### config.mk
export PLATFORM = sky130hd
export DESIGN_NAME = uart_tx_serializer_flat
export DESIGN_NICKNAME = d
export VERILOG_FILES = /design/src/rtl/uart_tx_serializer_pkg.sv /design/src/rtl/uart_tx_serializer_if.sv /design/src/rtl/uart_tx_serializer_baud_tick_gen.sv /design/src/rtl/uart_tx_serializer.sv /design/src/flat_wrapper.sv
export SDC_FILE = /design/constraint.sdc
export NUM_CORES = 1
export LEC_CHECK = 0
export CORE_MARGIN = 8
export CORE_UTILIZATION = 50
export DETAILED_ROUTE_END_ITERATION = 8
export GPL_ROUTABILITY_DRIVEN = 0
export GPL_TIMING_DRIVEN = 0
export PLACE_DENSITY_LB_ADDON = 0.15
export SLEW_MARGIN = 20
export SYNTH_ARGS = -nofsm -noshare
export SYNTH_HDL_FRONTEND = slang
export SYNTH_HIERARCHICAL = 1
export SYNTH_SLANG_ARGS = --single-unit
### constraint.sdc
create_clock -name clk -period 3.5 [get_ports clk]
set_clock_uncertainty 0.1 [all_clocks]
set_input_delay 1.05 -clock clk [delete_from_list [all_inputs] [get_ports clk]]
set_output_delay 1.05 -clock clk [all_outputs]
set_load 0.1 [all_outputs]
### src/rtl/uart_tx_serializer_pkg.sv
`default_nettype none
// ============================================================================
// Module      : uart_tx_serializer_pkg
// Description : Shared UART constants: default clock/baud values and the
//               transmit/receive FSM state encodings.
// Revision    : 1.0 - initial release
// ============================================================================
package uart_tx_serializer_pkg;

    localparam int unsigned c_DEFAULT_CLK_FREQ = 50_000_000;
    localparam int unsigned c_DEFAULT_BAUD     = 115_200;

    localparam logic [1:0] c_ST_IDLE  = 2'b00;
    localparam logic [1:0] c_ST_START = 2'b01;
    localparam logic [1:0] c_ST_DATA  = 2'b10;
    localparam logic [1:0] c_ST_STOP  = 2'b11;

    typedef logic [7:0] tx_byte_t;

endpackage
`default_nettype wire

### src/rtl/uart_tx_serializer_if.sv
`default_nettype none
// ============================================================================
// Module      : uart_tx_serializer_if
// Description : Byte request handshake and serial line of the UART transmitter.
// Revision    : 1.0 - initial release
// ============================================================================
interface uart_tx_serializer_if;
    import uart_tx_serializer_pkg::*;

    logic     TxD_start;
    tx_byte_t TxD_data;
    logic     TxD;
    logic     TxD_busy;

    modport master (output TxD_start, output TxD_data, input TxD, input TxD_busy);
    modport slave  (input TxD_start, input TxD_data, output TxD, output TxD_busy);

endinterface
`default_nettype wire

### src/rtl/uart_tx_serializer_baud_tick_gen.sv
`default_nettype none
// ============================================================================
// Module      : baud_tick_gen
// Description : Bit-period counter; tick pulses on the last cycle of each bit.
// Revision    : 1.0 - initial release
// ============================================================================
module baud_tick_gen #(
    parameter int CLKS_PER_BIT = 434
) (
    input  wire logic clk,
    input  wire logic rst,
    input  wire logic clear,
    output logic      tick
);

    localparam int              c_CNT_W = (CLKS_PER_BIT > 1) ? $clog2(CLKS_PER_BIT) : 1;
    localparam logic [c_CNT_W-1:0] c_LAST = c_CNT_W'(CLKS_PER_BIT - 1);

    logic [c_CNT_W-1:0] r_count;

    always_ff @(posedge clk) begin
        if (rst || clear) begin
            r_count <= '0;
        end else if (r_count == c_LAST) begin
            r_count <= '0;
        end else begin
            r_count <= r_count + 1'b1;
        end
    end

    // Suppressed while cleared so an idle line never produces a stray advance.
    assign tick = (r_count == c_LAST) && !clear;

endmodule
`default_nettype wire

### src/rtl/uart_tx_serializer.sv
`default_nettype none
// ============================================================================
// Module      : uart_tx_serializer
// Description : 8N1 UART transmitter, LSB first, registered TxD/TxD_busy.
// Revision    : 1.0 - initial release
// ============================================================================
module uart_tx_serializer
    import uart_tx_serializer_pkg::*;
#(
    parameter int CLK_FREQ     = c_DEFAULT_CLK_FREQ,
    parameter int BAUD         = c_DEFAULT_BAUD,
    parameter int CLKS_PER_BIT = CLK_FREQ / BAUD
) (
    input  wire logic            clk,
    input  wire logic            rst,
    uart_tx_serializer_if.slave  tx
);

    logic [1:0] r_state;
    tx_byte_t   r_shift;
    logic [2:0] r_bit_cnt;
    logic       r_txd;
    logic       r_busy;
    logic       w_tick;
    logic       w_clear;

    // Holding the counter at zero while idle makes the start bit exactly one period.
    assign w_clear = (r_state == c_ST_IDLE);

    baud_tick_gen #(
        .CLKS_PER_BIT (CLKS_PER_BIT)
    ) u_baud (
        .clk   (clk),
        .rst   (rst),
        .clear (w_clear),
        .tick  (w_tick)
    );

    always_ff @(posedge clk) begin
        if (rst) begin
            r_state   <= c_ST_IDLE;
            r_shift   <= '0;
            r_bit_cnt <= '0;
            r_txd     <= 1'b1;
            r_busy    <= 1'b0;
        end else begin
            case (r_state)
                c_ST_IDLE: begin
                    r_txd  <= 1'b1;
                    r_busy <= 1'b0;
                    if (tx.TxD_start) begin
                        r_shift   <= tx.TxD_data;
                        r_bit_cnt <= '0;
                        r_txd     <= 1'b0;
                        r_busy    <= 1'b1;
                        r_state   <= c_ST_START;
                    end
                end
                c_ST_START: begin
                    if (w_tick) begin
                        r_txd   <= r_shift[0];
                        r_state <= c_ST_DATA;
                    end
                end
                c_ST_DATA: begin
                    if (w_tick) begin
                        if (r_bit_cnt == 3'd7) begin
                            r_txd   <= 1'b1;
                            r_state <= c_ST_STOP;
                        end else begin
                            // TxD takes the bit that becomes bit 0 after this shift.
                            r_shift   <= {1'b0, r_shift[7:1]};
                            r_txd     <= r_shift[1];
                            r_bit_cnt <= r_bit_cnt + 3'd1;
                        end
                    end
                end
                c_ST_STOP: begin
                    if (w_tick) begin
                        r_busy  <= 1'b0;
                        r_state <= c_ST_IDLE;
                    end
                end
                default: begin
                    r_txd   <= 1'b1;
                    r_busy  <= 1'b0;
                    r_state <= c_ST_IDLE;
                end
            endcase
        end
    end

    assign tx.TxD      = r_txd;
    assign tx.TxD_busy = r_busy;

endmodule
`default_nettype wire

### src/flat_wrapper.sv
// flat-port wrapper written by rule: the top's interface ports become plain ports
module uart_tx_serializer_flat import uart_tx_serializer_pkg::*;
#(
    parameter int CLK_FREQ     = c_DEFAULT_CLK_FREQ,
    parameter int BAUD         = c_DEFAULT_BAUD,
    parameter int CLKS_PER_BIT = CLK_FREQ / BAUD
)
  (clk, rst, tx_TxD_start, tx_TxD_data, tx_TxD, tx_TxD_busy);
  uart_tx_serializer_if tx_i ();
  input  wire logic clk;
  input  wire logic rst;
  input wire logic [$bits(tx_i.TxD_start)-1:0] tx_TxD_start;
  input wire logic [$bits(tx_i.TxD_data)-1:0] tx_TxD_data;
  output wire logic [$bits(tx_i.TxD)-1:0] tx_TxD;
  output wire logic [$bits(tx_i.TxD_busy)-1:0] tx_TxD_busy;
  assign tx_i.TxD_start = tx_TxD_start;
  assign tx_i.TxD_data = tx_TxD_data;
  assign tx_TxD = tx_i.TxD;
  assign tx_TxD_busy = tx_i.TxD_busy;
  uart_tx_serializer #(.CLK_FREQ(CLK_FREQ), .BAUD(BAUD), .CLKS_PER_BIT(CLKS_PER_BIT)) u_core (.clk(clk), .rst(rst), .tx(tx_i));
endmodule
[After elaboration in Yosys (flattened, before gate mapping)]
Cells that the tools add are included.
W data, S select, Z words.
Word-level totals
  flip-flop bits (word level): 24
  bits of input ports: 11
  output and inout port bits: 2
  word-level logic and storage cells: 53
Operators by class
  add/subtract/negate cells: 2
  equal/unequal tests: 11
  multiplexer cells: 22
  reductions and logical operators: 12
Operator list (number)
  $mux W8: 3
  $pmux W8 S2: 1
  $mux W2: 5
  $ne A2 B2 Y1 const B: 5
  $add A9 B1 Y9 const B: 1
  $eq A9 B9 Y1 const B: 1
  $mux W3: 3
  $pmux W2 S4: 1
  $mux W1: 6
  $pmux W3 S2: 1
  $reduce_and A5 Y1: 1
  $eq A2 B2 Y1 const B: 2
  $reduce_and A4 Y1: 1
  $reduce_bool A2 Y1: 2
  $add A3 B1 Y3 const B: 1
  $eq A3 B3 Y1 const B: 1
  $pmux W1 S3: 1
  $reduce_and A3 Y1: 1
  $reduce_bool A3 Y1: 1
  $eq A2 B1 Y1 const B: 1
  $logic_not A2 Y1: 1
  $ne A2 B1 Y1 const B: 1
  $pmux W1 S2: 1
  $reduce_and A2 Y1: 1
  4 further kinds: 4

[Longest topological paths before layout]
  depth after elaboration: 5
  depth in mapped cells: 9
  gate-level depth less buffers: 8

[Hierarchy]
Netlist, hierarchy kept.
By module, submodules not included
  uart_tx_serializer: times used 1, cells an instance 81, area an instance 787.0 µm², seq. area each 300.3 µm²
  baud_tick_gen: times used 1, cells an instance 46, area an instance 415.4 µm², seq. area each 180.2 µm²

[Worst setup path before layout]
OpenSTA, ideal clock, no wires.
  kind: reg2out
  start: reg u_core.r_busy (netlist: u_core/tx.TxD_busy)
  end: out tx_TxD_busy
  data arrival time: 925 ps
  data required time: 2350 ps
  setup slack: 1425 ps
  stages on the path, launching flop included: 1
  path buffers: 0
  cells stage by stage: dfxtp_1
RTL lines
  from (decl): RTL line uart_tx_serializer.sv:23  | logic r_busy;
  from (signal assigned): RTL line uart_tx_serializer.sv:45  | r_busy <= 1'b0;
  from (signal assigned): RTL line uart_tx_serializer.sv:50  | r_busy <= 1'b0;
  from (signal assigned): RTL line uart_tx_serializer.sv:55  | r_busy <= 1'b1;
  to (decl): RTL line flat_wrapper.sv:15  | output wire logic [$bits(tx_i.TxD_busy)-1:0] tx_TxD_busy;
No word-level cell between the ends.

[Final worst setup path]
  start: reg u_core.r_busy (netlist: u_core/tx.TxD_busy)
  end: out tx_TxD_busy
No word-level cell between the ends.

==> results.yml <==
status:
  status: "complete, no violations"
power:
  p_leak_nw: 0.498
  seqPwrFrac: 0.375
  internal_power_w: 0.000605
  p_sw_frac: 0.410
  max-vdd-ir-drop_v: 0.000520
  power.switching_w: 0.000420
  power.clock.fraction: 0.139
  pwr-share-comb: 0.487
  powerDensity_mw_per_mm2: 736
run:
  cap_violations: 0
place:
  numPortBuffers: 12
  dp_hpwl_mm: 1.76
  dp_cells: 167
  dpl_worst_slack_ns: 0.857
clock_network:
  cts_buffers: 3
  cts.path.max_buffers: 2
  cts_tree: "built"
  hold_buffers: 0
  cts_setup_buffers: 0
  clk_latency_ns: 0.30
  htree_levels: 1
  cts_root_buf: "clkbuf_4"
  cts_resized: 0
  clk_pin_slew_ns: 0.13
  cts.sinks: 24
global_route:
  grt_max_degree: 14
  overflow: 0
  grt_pass1_wl_mm: 4.04
  antenna_found_initial: 0
  grt_pass1_vias: 917
  grtUsageMet3: 0.0309
  busiest_layer: "met2"
  met2_usage: 0.190
  grt_usage: 0.118
  gr-usage-met1: 0.140
yosys:
  synth_cell_type_count: 34
  synth.most_common_cell: "dfxtp_1"
  synth_top_area_share: 0.400
  synth_seq_cells: 24
  synth_fp_nets: 146
  ys_warn_count: 6
  syn-cell-area_mm2: 0.00120
  synth_common_cells: "24 x dfxtp_1, 19 x nor2_1, 12 x mux2i_1"
  synth_ff_type: "dfxtp_1"
  synth_top_cells_by_area: "dfxtp_1 40%, mux2i_1 10%, ha_1 8.3%"
  synthCells: 127
  synth.largest_area_cell: "dfxtp_1"
  synthArstFlopShare: 0
  synth_area_per_cell_um2: 9.47
  yosysSeqAreaShare: 0.400
  synth_edf_count: 0
layout:
  instances_no_fill: 171
  drive_above_1_share: 0.0769
  nFillCells: 221
  diodes: 0
  final_nets: 163
  syn_to_final_growth_pct: 15.9
routing:
  antenna_left: 0
  vias: 943
  viasPerCell: 5.51
  drt-initial-drc-count: 30
  wire_per_inst_um: 13.1
  routed_wl_mm: 2.24
  first_pass_iters: 4
  route.detailed.drc: 0
sta:
  max_slew_margin: 0.354
  tns_ns: 0
  rsz0062_at_grt: "false"
  fin_crit_ns: 2.94
  worst_slack_ns: 0.557
  tightest_slew_ns: 0.966
  finalCritPeriodShare: 0.841
  slew_violations: 0
  hold_slack_ns: 0.384
  finalHoldViolations: 0
  max_freq_mhz: 340
  setup_viol: 0
setup_path:
  path_class: "flip-flop to output port"
  path_depth: 1
  crit_buf_inv: 1
  cp_cell_sequence: "clkdlybuf4s50_1"
  reg2reg_depth: 8
  endpoint_kind: "output port"
  cp_slowest_cell: "clkdlybuf4s50_1"
  start_kind: "flip-flop"
  cp_top_family: "buffers and inverters"
  crit_arrival_ns: 1.79
  cpPeakStageDelay_ns: 1.13
  crit_required_ns: 2.35
  worstPathMaxFanout: 2
die:
  start_util: 0.533
  num_rows: 17
  core-area_mm2: 0.00225
  fp.dieW_um: 65.0
  die_y_um: 65.0
  die-area_mm2: 0.00423
  io_pins: 13
min_path:
  hold_depth: 2
  hp-class: "flip-flop to flip-flop"
[worst reg2reg max path: cells and delay by family (launching register included)]
| kind | cells | cell delay, ns |
|---|---|---|
| compound gates | 2 | 0.53 |
| buf+inv | 2 | 0.29 |
| simple gates | 3 | 0.75 |
| fa+ha+maj | 1 | 0.30 |
| flops | 1 | 0.38 |
[layout by cell type (no fill, tap or decap), drive strengths merged]
master	n
a211oi	8
a21boi	1
a21oi	5
a311o	1
a311oi	1
a31oi	1
a32oi	1
and2	2
buf	2
clkbuf	5
clkdlybuf4s50	12
dfxtp	24
ha	8
inv	5
mux2i	12
nand2	5
nand2b	4
nand3	5
nand4	2
nor2	19
nor2b	1
nor3	1
nor4	1
o2111ai	1
o211ai	1
o21ai	5
o21bai	1
o31ai	1
or3	5
xnor2	1
xor2	2
[power by group through the flow]
stage                     registers, W  logic (W)  clock network [W]
after CTS                     0.000385   0.000505           0.000151
final                         0.000384   0.000499           0.000142
after global routing          0.000393   0.000553           0.000162
after global placement        0.000388   0.000483                  0
after detailed placement      0.000392   0.000503                  0
after floorplan               0.000444   0.000339                  0
[flip-flops by register name, summed over array words and instances, names as in the netlist]
signal and flops:
u_core/u_baud/r_count 9, u_core/r_shift 8, u_core/r_bit_cnt 3, u_core/r_state 2
u_core/tx.TxD 1, u_core/tx.TxD_busy 1
[metal layers]
metal | part of all wire | wire length [um]
met5 | 0 | 0
met4 | 0.0076 | 17
met3 | 0.041 | 92
met2 | 0.45 | 1020
met1 | 0.50 | 1110
[worst paths after layout]
kind                           start  slack, ns           endpoint
setup / recovery  u_core/tx.TxD_busy       0.56        tx_TxD_busy
hold reg to reg    u_core/r_shift[7]       0.38  u_core/r_shift[7]
setup reg to reg   u_core/r_state[0]       1.09  u_core/r_shift[5]
hold / removal     u_core/r_shift[7]       0.38  u_core/r_shift[7]
[kinds of logic (layout without fill, tap and decap cells)]
logic type,after synthesis,in the layout,share of synthesized area
compound gates,27,27,0.181
xor+xnor,3,3,0.0219
fa+ha+maj,8,8,0.0832
buf+inv,8,24,0.0323
flops,24,24,0.400
mux,12,12,0.0999
simple gates,45,45,0.182
[final cells by class]
cell class              instances  area [um2]  share of cell area
multi-input cells              95         683               0.490
flip-flops and latches         24         480               0.345
repair buffers                 12         120              0.0862
clock buffers                   4        36.3              0.0260
well taps                      28        35.0              0.0251
plain buffers                   3        20.0              0.0144
inverters                       5        18.8              0.0135
[through the flow]
stage                      util  instance area [um2]  total power [W]
after floorplan               -                 1200         0.000783
after global placement    0.602                 1360         0.000871
after detailed placement  0.602                 1360         0.000894
after CTS                 0.618                 1390          0.00104
after global routing      0.618                 1390          0.00111
final                     0.618                 1390          0.00103
(Power assumes the default switching activity.)
